### config.mk
export PLATFORM = sky130hd
export DESIGN_NAME = mem_read_streamer
export DESIGN_NICKNAME = d
export VERILOG_FILES = /design/src/rtl/mem_read_streamer.sv
export SDC_FILE = /design/constraint.sdc
export NUM_CORES = 1
export LEC_CHECK = 0
export BUFFER_PORTS_ARGS = -buffer_cell sky130_fd_sc_hd__buf_2
export CORE_MARGIN = 10
export CORE_UTILIZATION = 56
export CTS_CLUSTER_SIZE = 30
export DETAILED_ROUTE_END_ITERATION = 10
export PLACE_DENSITY = 0.87
export SLEW_MARGIN = 25
export SYNTH_ARGS = -nofsm -noshare
export SYNTH_HDL_FRONTEND = slang
export SYNTH_SLANG_ARGS = --single-unit
### constraint.sdc
create_clock -name clk -period 3.1 [get_ports clk]
set_clock_uncertainty 0.2 [all_clocks]
set_input_delay 0.775 -clock clk [delete_from_list [all_inputs] [get_ports clk]]
set_output_delay 0.775 -clock clk [all_outputs]
set_load 0.005 [all_outputs]
### src/rtl/mem_read_streamer.sv
// Read-side controller for a simple dual-port RAM. It issues credit-limited reads over a run of
// consecutive addresses and streams the returned words through a 4-entry show-ahead FIFO.
module mem_read_streamer #(
   parameter int  DATA_WIDTH   = 8,
   parameter int  DEPTH        = 16,
   parameter int  OUTPUT_DELAY = 1,
   localparam int AW           = $clog2(DEPTH)
) (
   input  logic                  clk,
   input  logic                  rst_n,
   input  logic                  start,
   input  logic [AW-1:0]         base_addr,
   input  logic [AW:0]           length,
   input  logic                  abort,
   output logic                  busy,
   output logic                  done,
   output logic                  reb,
   output logic [AW-1:0]         addrb,
   input  logic [DATA_WIDTH-1:0] dob,
   output logic [DATA_WIDTH-1:0] dout,
   output logic                  dout_valid,
   input  logic                  dout_ready
);

   typedef enum logic [1:0] {
      ST_IDLE,
      ST_RUN,
      ST_DRAIN
   } state_t;

   localparam logic [AW-1:0] LAST_ADDR  = AW'(DEPTH - 1);
   localparam int            FIFO_SLOTS = 4;

   generate
      if ((OUTPUT_DELAY < 1) || (OUTPUT_DELAY > 3)) begin : g_bad_delay
         $fatal(1, "mem_read_streamer: OUTPUT_DELAY must be 1, 2 or 3");
      end
   endgenerate

   state_t                  r_state;
   state_t                  w_next_state;
   logic                    r_done;
   logic                    w_done_set;

   logic [AW-1:0]           r_addr;
   logic [AW:0]             r_remaining;
   logic [OUTPUT_DELAY-1:0] r_vld_sr;

   logic [DATA_WIDTH-1:0]   r_fifo [FIFO_SLOTS];
   logic [1:0]              r_wr_ptr;
   logic [1:0]              r_rd_ptr;
   logic [2:0]              r_count;

   logic [2:0]              w_inflight;
   logic                    w_credit_ok;
   logic                    w_issue;
   logic                    w_push;
   logic                    w_pop;
   logic                    w_abort;

   // Credit accounting: words still in the RAM pipeline plus words parked in the FIFO.
   always_comb begin
      // NOTE: a combinational accumulator uses blocking '=' so each iteration sees the
      // previous partial sum; clocked state below always uses '<='.
      w_inflight = 3'd0;
      for (int i = 0; i < OUTPUT_DELAY; i++) begin
         w_inflight = w_inflight + 3'(r_vld_sr[i]);
      end
      w_credit_ok = ({1'b0, w_inflight} + {1'b0, r_count}) < 4'(FIFO_SLOTS);
      w_push      = r_vld_sr[OUTPUT_DELAY-1];
      w_pop       = (r_count != 3'd0) && dout_ready;
      w_abort     = abort && (r_state != ST_IDLE);
   end

   // FSM: state register
   always_ff @(posedge clk or negedge rst_n) begin
      if (!rst_n) begin
         r_state <= ST_IDLE;
         r_done  <= 1'b0;
      end else begin
         r_state <= w_next_state;
         r_done  <= w_done_set;
      end
   end

   // FSM: next state
   always_comb begin
      // NOTE: every variable gets a default before the case so no path leaves it unassigned,
      // which would otherwise infer a latch.
      w_next_state = r_state;
      w_done_set   = 1'b0;
      unique case (r_state)
         ST_IDLE: begin
            if (start) begin
               if (length == '0) begin
                  w_done_set = 1'b1;
               end else begin
                  w_next_state = ST_RUN;
               end
            end
         end
         ST_RUN: begin
            if (abort) begin
               w_next_state = ST_IDLE;
            end else if (w_issue && (r_remaining == (AW+1)'(1))) begin
               w_next_state = ST_DRAIN;
            end
         end
         ST_DRAIN: begin
            if (abort) begin
               w_next_state = ST_IDLE;
            end else if ((w_inflight == 3'd0) && (r_count == 3'd1) && w_pop) begin
               w_next_state = ST_IDLE;
               w_done_set   = 1'b1;
            end
         end
         default: w_next_state = ST_IDLE;
      endcase
   end

   // FSM: outputs
   always_comb begin
      w_issue    = (r_state == ST_RUN) && (r_remaining != '0) && w_credit_ok;
      busy       = (r_state != ST_IDLE);
      done       = r_done;
      reb        = w_issue;
      addrb      = r_addr;
      dout       = r_fifo[r_rd_ptr];
      dout_valid = (r_count != 3'd0);
   end

   // Address counter and words-left counter
   always_ff @(posedge clk or negedge rst_n) begin
      if (!rst_n) begin
         r_addr      <= '0;
         r_remaining <= '0;
      end else if ((r_state == ST_IDLE) && start) begin
         r_addr      <= base_addr;
         r_remaining <= length;
      end else if (w_abort) begin
         r_remaining <= '0;
      end else if (w_issue) begin
         r_addr      <= (r_addr == LAST_ADDR) ? '0 : r_addr + AW'(1);
         r_remaining <= r_remaining - (AW+1)'(1);
      end
   end

   // Valid shift register tracks the RAM read pipeline; abort drops stale returns.
   always_ff @(posedge clk or negedge rst_n) begin
      if (!rst_n) begin
         r_vld_sr <= '0;
      end else if (w_abort) begin
         r_vld_sr <= '0;
      end else begin
         r_vld_sr[0] <= w_issue;
         for (int i = 1; i < OUTPUT_DELAY; i++) begin
            r_vld_sr[i] <= r_vld_sr[i-1];
         end
      end
   end

   // Show-ahead FIFO; the credit rule guarantees a free slot for every push.
   always_ff @(posedge clk or negedge rst_n) begin
      if (!rst_n) begin
         // NOTE: the storage is reset along with the pointers so dout reads 0 out of reset;
         // this keeps it in flops rather than a RAM macro, which is fine at 4 entries.
         for (int i = 0; i < FIFO_SLOTS; i++) begin
            r_fifo[i] <= '0;
         end
         r_wr_ptr <= '0;
         r_rd_ptr <= '0;
         r_count  <= '0;
      end else if (w_abort) begin
         r_wr_ptr <= '0;
         r_rd_ptr <= '0;
         r_count  <= '0;
      end else begin
         if (w_push) begin
            r_fifo[r_wr_ptr] <= dob;
            r_wr_ptr         <= r_wr_ptr + 2'd1;
         end
         if (w_pop) begin
            r_rd_ptr <= r_rd_ptr + 2'd1;
         end
         unique case ({w_push, w_pop})
            2'b10:   r_count <= r_count + 3'd1;
            2'b01:   r_count <= r_count - 3'd1;
            default: r_count <= r_count;
         endcase
      end
   end

endmodule
==> flow_summary.yaml, run 1 <==
worst_hold_path:
  min-delay-path-class: "in -> async"
sta:
  period_minus_slack_ns: 2.81
  post-route-period-util_pct: 90.5
  worst_slew_pin_slew_ns: 0.724
  slew_violations: 0
  final-hold-violation-count: 0
  fin_ws_ns: 0.293
  maxClockFrequency_mhz: 356
  final.setup.tns_ns: 0
  setup_viol: 0
  relative_max_transition_margin_pct: 51.5
  rsz_0062_raised_after_global_routing: "no"
place:
  place_congestion: 0.785
  placement.setup.worst_slack_ns: 0.613
  detailed_place_hpwl_mm: 3.91
  post-place-cells: 298
  io_buffers: 37
finish:
  nets: 284
  layout_stage_area_growth_over_the_synthesis_result_pct: 12.9
  antenna_cells: 0
  fill_cells: 359
  layout.cells.non_filler: 306
  drive_gt1_share_pct: 39.3
  postLayoutCoreUtil_pct: 64.6
detailed_routing:
  overall_via_count_from_detail_route: 1760
  detail_route.drc_violations: 0
  detail_route.iter0.violations: 91
  ant_nets: 0
  post_drt_via_cell_ratio: 5.75
  detail_route.wirelength_mm: 5.26
  first_pass_iters: 4
  wl_per_cell_um: 17.2
synth:
  postSynthCellCount: 212
  yosysMostFrequentCell: "sky130_fd_sc_hd__dfrtp_1"
  synthFlopType: "sky130_fd_sc_hd__dfrtp_1"
  netlist_top_cells_area: "sky130_fd_sc_hd__dfrtp_1 49%, sky130_fd_sc_hd__mux2_2 14%, sky130_fd_sc_hd__mux4_2 6.7%"
  yosys_warnings: 0
  synth-seq-cells: 52
  synth.top_cell.area_share_pct: 48.5
  synth_edf_count: 0
  synthDominantAreaCellType: "sky130_fd_sc_hd__dfrtp_1"
  syn_avg_cell_area_sq_um: 12.7
  synth_area_sq_um: 2680
  postSynthNetCount: 245
  synth-async-reset-ratio_pct: 100
  synth.cells.most_frequent: "52 x sky130_fd_sc_hd__dfrtp_1, 33 x sky130_fd_sc_hd__mux2_2, 14 x sky130_fd_sc_hd__inv_1, 12 x sky130_fd_sc_hd__nand2_1, 11 x sky130_fd_sc_hd__ha_1"
  ys_seq_area_share_pct: 48.5
  netlist-cell-type-count: 45
flow_run:
  cap_violations: 0
global_route:
  gr-usage-met1_pct: 16.9
  grt_start_max_net_pins: 32
  grtUsageTotal_pct: 14.1
  grt.met3_usage_pct: 3.56
  grt_pass1_wl_mm: 8.79
  via_count_of_the_first_global_routing_pass: 1781
  grt_remaining_overflow: 0
  globalRouteMet2Util_pct: 24.8
  antenna_found_initial: 0
  grt_busiest_layer: "met2"
pwr:
  power_per_cell_area_nw_per_um2: 975
  power_mw: 2.95
  static-leakage-power_nw: 1.41
  ir_worst_vdd_v: 0.000476
clock_tree:
  cts_buffers: 5
  postCtsSetupRepairBufs: 0
  worst_skew_pair.late_latency_ns: 0.30
  cts_h_tree_lvls: 2
  cts.repair.resized: 0
  cts-root-to-sink-buffers: 2
  cts_tree: "yes"
  cts.sinks: 52
  cts_root_buf: "sky130_fd_sc_hd__clkbuf_8"
  cts.reportedPaths.clkPinSlew_ns: 0.10
  hold_buffers: 0
die:
  design.core.area_sq_um: 4690
  floorplan.rows: 25
  pin_count: 38
  floorplan.initialDensity_pct: 57.2
  die_w_um: 89.2
  die_height_um: 89.2
  floorplan.die_area_sq_um: 7960
setup_path:
  timing.rr.start: "r_remaining[0]"
  setup.worst_path.start: "r_remaining[0]"
  cp-end-kind: "output pin"
  cp_max_fo: 5
  worst-r2r-cell-count: 6
  cp-endpoint: "reb"
  data_arrival_critical_path_ns: 1.83
  timing.reg2reg.setup_slack_ns: 0.97
  regToRegEndpoint: "r_remaining[1]"
  worstPathRequired_ns: 2.12
  critical_path_class: "reg -> out"
  critical_path_source_type: "register"
run_status:
  status: "finished clean"
[placed cells by master, fill, tap and decap left out, types with 2 or more instances in the layout]
cell / n
sky130_fd_sc_hd__a211oi_1: 2
sky130_fd_sc_hd__a21o_1: 3
sky130_fd_sc_hd__a21oi_1: 3
sky130_fd_sc_hd__a31oi_1: 3
sky130_fd_sc_hd__buf_2: 37
sky130_fd_sc_hd__buf_4: 2
sky130_fd_sc_hd__clkbuf_8: 5
sky130_fd_sc_hd__dfrtp_1: 52
sky130_fd_sc_hd__ha_1: 11
sky130_fd_sc_hd__inv_1: 14
sky130_fd_sc_hd__mux2_2: 33
sky130_fd_sc_hd__mux2i_1: 2
sky130_fd_sc_hd__mux4_2: 8
sky130_fd_sc_hd__nand2_1: 12
sky130_fd_sc_hd__nand3_1: 8
sky130_fd_sc_hd__nand3_2: 4
sky130_fd_sc_hd__nand4_1: 2
sky130_fd_sc_hd__nor2_1: 8
sky130_fd_sc_hd__o21ai_0: 6
sky130_fd_sc_hd__or3_1: 3
sky130_fd_sc_hd__or4_1: 3
sky130_fd_sc_hd__xnor2_1: 4
sky130_fd_sc_hd__xor2_1: 3
[per-layer routing]
metal  wire length, um  part of all wire [%]  up-vias
met2              2660                    51       36
li1                  -                     -      845
met3               266                   5.1        2
met1              2290                    44      877
met4                34                  0.65        0
met5                 0                     0        -
[how the worst min path moves through the flow]
stage,startpoint,to,cells past startpoint
after floorplan,r_fifo[10],r_fifo[10],1
after global placement,r_fifo[20],r_fifo[20],1
after detailed placement,r_fifo[5],r_fifo[5],1
after CTS,rst_n,r_fifo[13],1
after global routing,rst_n,r_fifo[13],1
final,rst_n,r_fifo[3],1
[logic make-up (layout without fill, tap and decap cells)]
| group | after synthesis | count (layout) | share of synthesized area (%) |
|---|---|---|---|
| AO/OA/AOI/OAI | 25 | 25 | 6.34 |
| XOR/XNOR | 7 | 7 | 2.29 |
| adder cells (fa/ha/maj) | 12 | 12 | 5.50 |
| buffers and inverters | 21 | 61 | 3.31 |
| flip-flops | 52 | 52 | 48.5 |
| multiplexers | 43 | 43 | 21.3 |
| AND/OR/NAND/NOR | 52 | 52 | 12.7 |
[report_power, final]
part,switching [mW],total [mW],internal (mW)
combinational,0.515,1.21,0.692
sequential,0.284,1.27,0.984
clock,0.234,0.479,0.245
[stage by stage]
step                hold WS [ns]  instance area (sq um)
floorplan                  0.274                   2680
global route               0.259                   3030
detailed placement         0.289                   2910
global placement           0.282                   2910
CTS                        0.239                   3030
finish                     0.226                   3030
[sequential cells by signal, indices dropped and copies added, names as in the netlist]
| signal | flops |
|---|---|
| r_fifo | 32 |
| r_wr_ptr | 2 |
| addrb | 4 |
| r_vld_sr | 1 |
| r_rd_ptr | 2 |
| r_remaining | 5 |
| r_count | 3 |
| r_state | 2 |
| done | 1 |
[cell type report]
cell class                      instances  area (sq um)  share of cell area (%)
Inverter                               14          52.6                    1.73
Sequential cell                        52          1300                    43.0
Timing Repair Buffer                   39           200                    6.61
Multi-Input combinational cell        139          1290                    42.7
Clock inverter                          3          46.3                    1.53
Clock buffer                            5          68.8                    2.27
Tap cell                               54          67.6                    2.23
[critical path, stage by stage (launching register included)]
cell,delay (ns)
sky130_fd_sc_hd__dfrtp_1,0.41
sky130_fd_sc_hd__inv_1,0.10
sky130_fd_sc_hd__ha_1,0.21
sky130_fd_sc_hd__or4b_4,0.52
sky130_fd_sc_hd__nand3_4,0.13
sky130_fd_sc_hd__inv_1,0.04
sky130_fd_sc_hd__buf_2,0.12
Power figures use the tool's default switching activity.
==> inputs of run 2 (changes only) <==
Clock period 3.1 ns to 2.6 ns, I/O delays scaled along.
==> run 2 against run 1 <==
  * Final cell count is 2.9% higher
  * Utilization up 1.4 points
  * Cell area grew 2.1%
  * Total power grew 21%
  * Count of clock-buffer cells in the layout increased by 1
  * Sequential power rose by 15%
  * Critical path type unchanged
==> flow_summary.yaml, run 2 (synthesis results as in run 1) <==
clock_tree:
  worst_skew_pair.late_latency_ns: 0.30
  cts_buffers: 5
  cts.sinks: 52
  cts_h_tree_lvls: 2
  hold_buffers: 0
  cts_root_buf: "sky130_fd_sc_hd__clkbuf_8"
  cts_tree: "yes"
  cts-root-to-sink-buffers: 2
  cts.reportedPaths.clkPinSlew_ns: 0.10
global_route:
  grtUsageTotal_pct: 15.1
  grt_start_max_net_pins: 30
  grt_remaining_overflow: 0
  via_count_of_the_first_global_routing_pass: 1973
  antenna_found_initial: 0
  grt_pass1_wl_mm: 9.36
detailed_routing:
  post_drt_via_cell_ratio: 5.77
  wl_per_cell_um: 17.7
  first_pass_iters: 4
  detail_route.wirelength_mm: 5.57
  overall_via_count_from_detail_route: 1817
  detail_route.drc_violations: 0
  detail_route.iter0.violations: 119
  ant_nets: 0
finish:
  nets: 293
  drive_gt1_share_pct: 42.1
  mostFrequentLayoutCells: "52 x sky130_fd_sc_hd__dfrtp_1, 37 x sky130_fd_sc_hd__buf_2, 33 x sky130_fd_sc_hd__mux2_2"
  layout_stage_area_growth_over_the_synthesis_result_pct: 15.3
  number_of_flip_flops_under_the_largest_register_name: 32
  postLayoutCoreUtil_pct: 65.9
  most_common_cell_after_layout_fill_and_taps_aside: "sky130_fd_sc_hd__dfrtp_1"
  antenna_cells: 0
  largest-register: "r_fifo"
sta:
  slew_violations: 0
  final-hold-violation-count: 0
  maxClockFrequency_mhz: 396
  period_minus_slack_ns: 2.52
  setup_viol: 0
  final.setup.tns_ns: 0
  post-route-period-util_pct: 97.1
  relative_max_transition_margin_pct: 63.6
  worst_slew_pin_slew_ns: 0.546
setup_path:
  worstPathRequired_ns: 1.75
  worstPathBufferInverterCount: 3
  data_arrival_critical_path_ns: 1.67
  critical_path_class: "reg -> out"
  timing.critical_path.slowest_stage_cell: "sky130_fd_sc_hd__or4b_4"
  critical-path-top-delay-family: "simple AND/OR/NAND/NOR gates"
  cp_cell_sequence: "inv_2, ha_4, or4b_4, nand3_4, inv_1, buf_2"
  critical_path.max_stage_delay_ns: 0.48
  cp-end-kind: "output pin"
  critical_path_source_type: "register"
  cp_max_fo: 4
pwr:
  static-leakage-power_nw: 1.44
  power_per_cell_area_nw_per_um2: 1150
  ir_worst_vdd_v: 0.000527
place:
  detailed_place_hpwl_mm: 3.96
  place_congestion: 0.838
  io_buffers: 37
die:
  pin_count: 38
  floorplan.die_area_sq_um: 7960
  design.core.area_sq_um: 4690
  die_height_um: 89.2
  floorplan.rows: 25
  floorplan.initialDensity_pct: 57.2
  die_w_um: 89.2
flow_run:
  cap_violations: 0
run_status:
  status: "finished clean"
worst_hold_path:
  min-delay-path-class: "in -> async"
run 2: cell count changes in the layout (fill, tap and decap cells not counted), sizes merged:
cell and change:
buf +9, bufinv -1, clkbuf +1
run 2: path summary, 6_finish.rpt:
path | slack [ns] | startpoint | depth (start not counted) | endpoint
hold reg to reg | 0.31 | r_fifo[13] | 1 | r_fifo[13]
setup / recovery | 0.08 | r_remaining[0] | 6 | reb
max in group asynchronous | 1.54 | rst_n | 2 | r_state[0]
hold / removal | 0.12 | rst_n | 1 | r_fifo[18]
min in group clk | 0.31 | r_fifo[13] | 1 | r_fifo[13]
setup reg to reg | 0.44 | r_remaining[0] | 8 | r_remaining[1]
run 2: worst reg2reg max path, delay by kind of cell (launching register included):
family / cells / cell delay, ns
AOI/OAI and AO/OA: 1 / 0.14
adders and majority gates: 1 / 0.13
buffers and inverters: 3 / 0.30
DFF: 1 / 0.40
muxes: 1 / 0.31
and+or+nand+nor: 2 / 0.60
run 2: repair_timing:
action	4_1_cts	5_1_grt
endpoints found under the setup margin	1	1
gates resized for setup	1	3
pin swaps	0	1
setup buffers	3	4
run 2: report_power, final:
| part | switching, mW | internal (mW) | leakage [nW] | total [mW] |
|---|---|---|---|---|
| clock | 0.271 | 0.193 | 0.0456 | 0.463 |
| sequential | 0.282 | 1.18 | 0.651 | 1.46 |
| combinational | 0.730 | 0.919 | 0.747 | 1.65 |
run 2: area by class of cell:
| type | instances | area [sq um] |
|---|---|---|
| Clock buffer | 6 | 72.6 |
| Clock inverter | 2 | 13.8 |
| Fill cell | 345 | 1600 |
| Inverter | 14 | 52.6 |
| Multi-Input combinational cell | 139 | 1310 |
| Sequential cell | 52 | 1300 |
| Tap cell | 54 | 67.6 |
| Timing Repair Buffer | 48 | 280 |
run 2: per-stage QoR:
| stage | worst slack, ns | hold slack [ns] | total power, mW | std cells | area (sq um) |
|---|---|---|---|---|---|
| floorplan | 0.433 | 0.154 | 2.52 | 212 | 2680 |
| global placement | 0.303 | 0.281 | 2.92 | 300 | 2940 |
| detailed placement | 0.263 | 0.292 | 3.01 | 300 | 2940 |
| CTS | 0.0155 | 0.127 | 3.51 | 311 | 3050 |
| global route | -0.0147 | 0.144 | 3.85 | 315 | 3090 |
| finish | 0.0756 | 0.118 | 3.57 | 315 | 3090 |
run 2: per-layer routing:
metal / vias to the layer above / share of wire, % / GRT usage (%)
met4: 0 / 1.4 / 5.49
met1: 907 / 42 / 17.9
met5: - / 0 / 0
met3: 8 / 4.2 / 3.65
met2: 33 / 53 / 25.8
li1: 869 / - / -
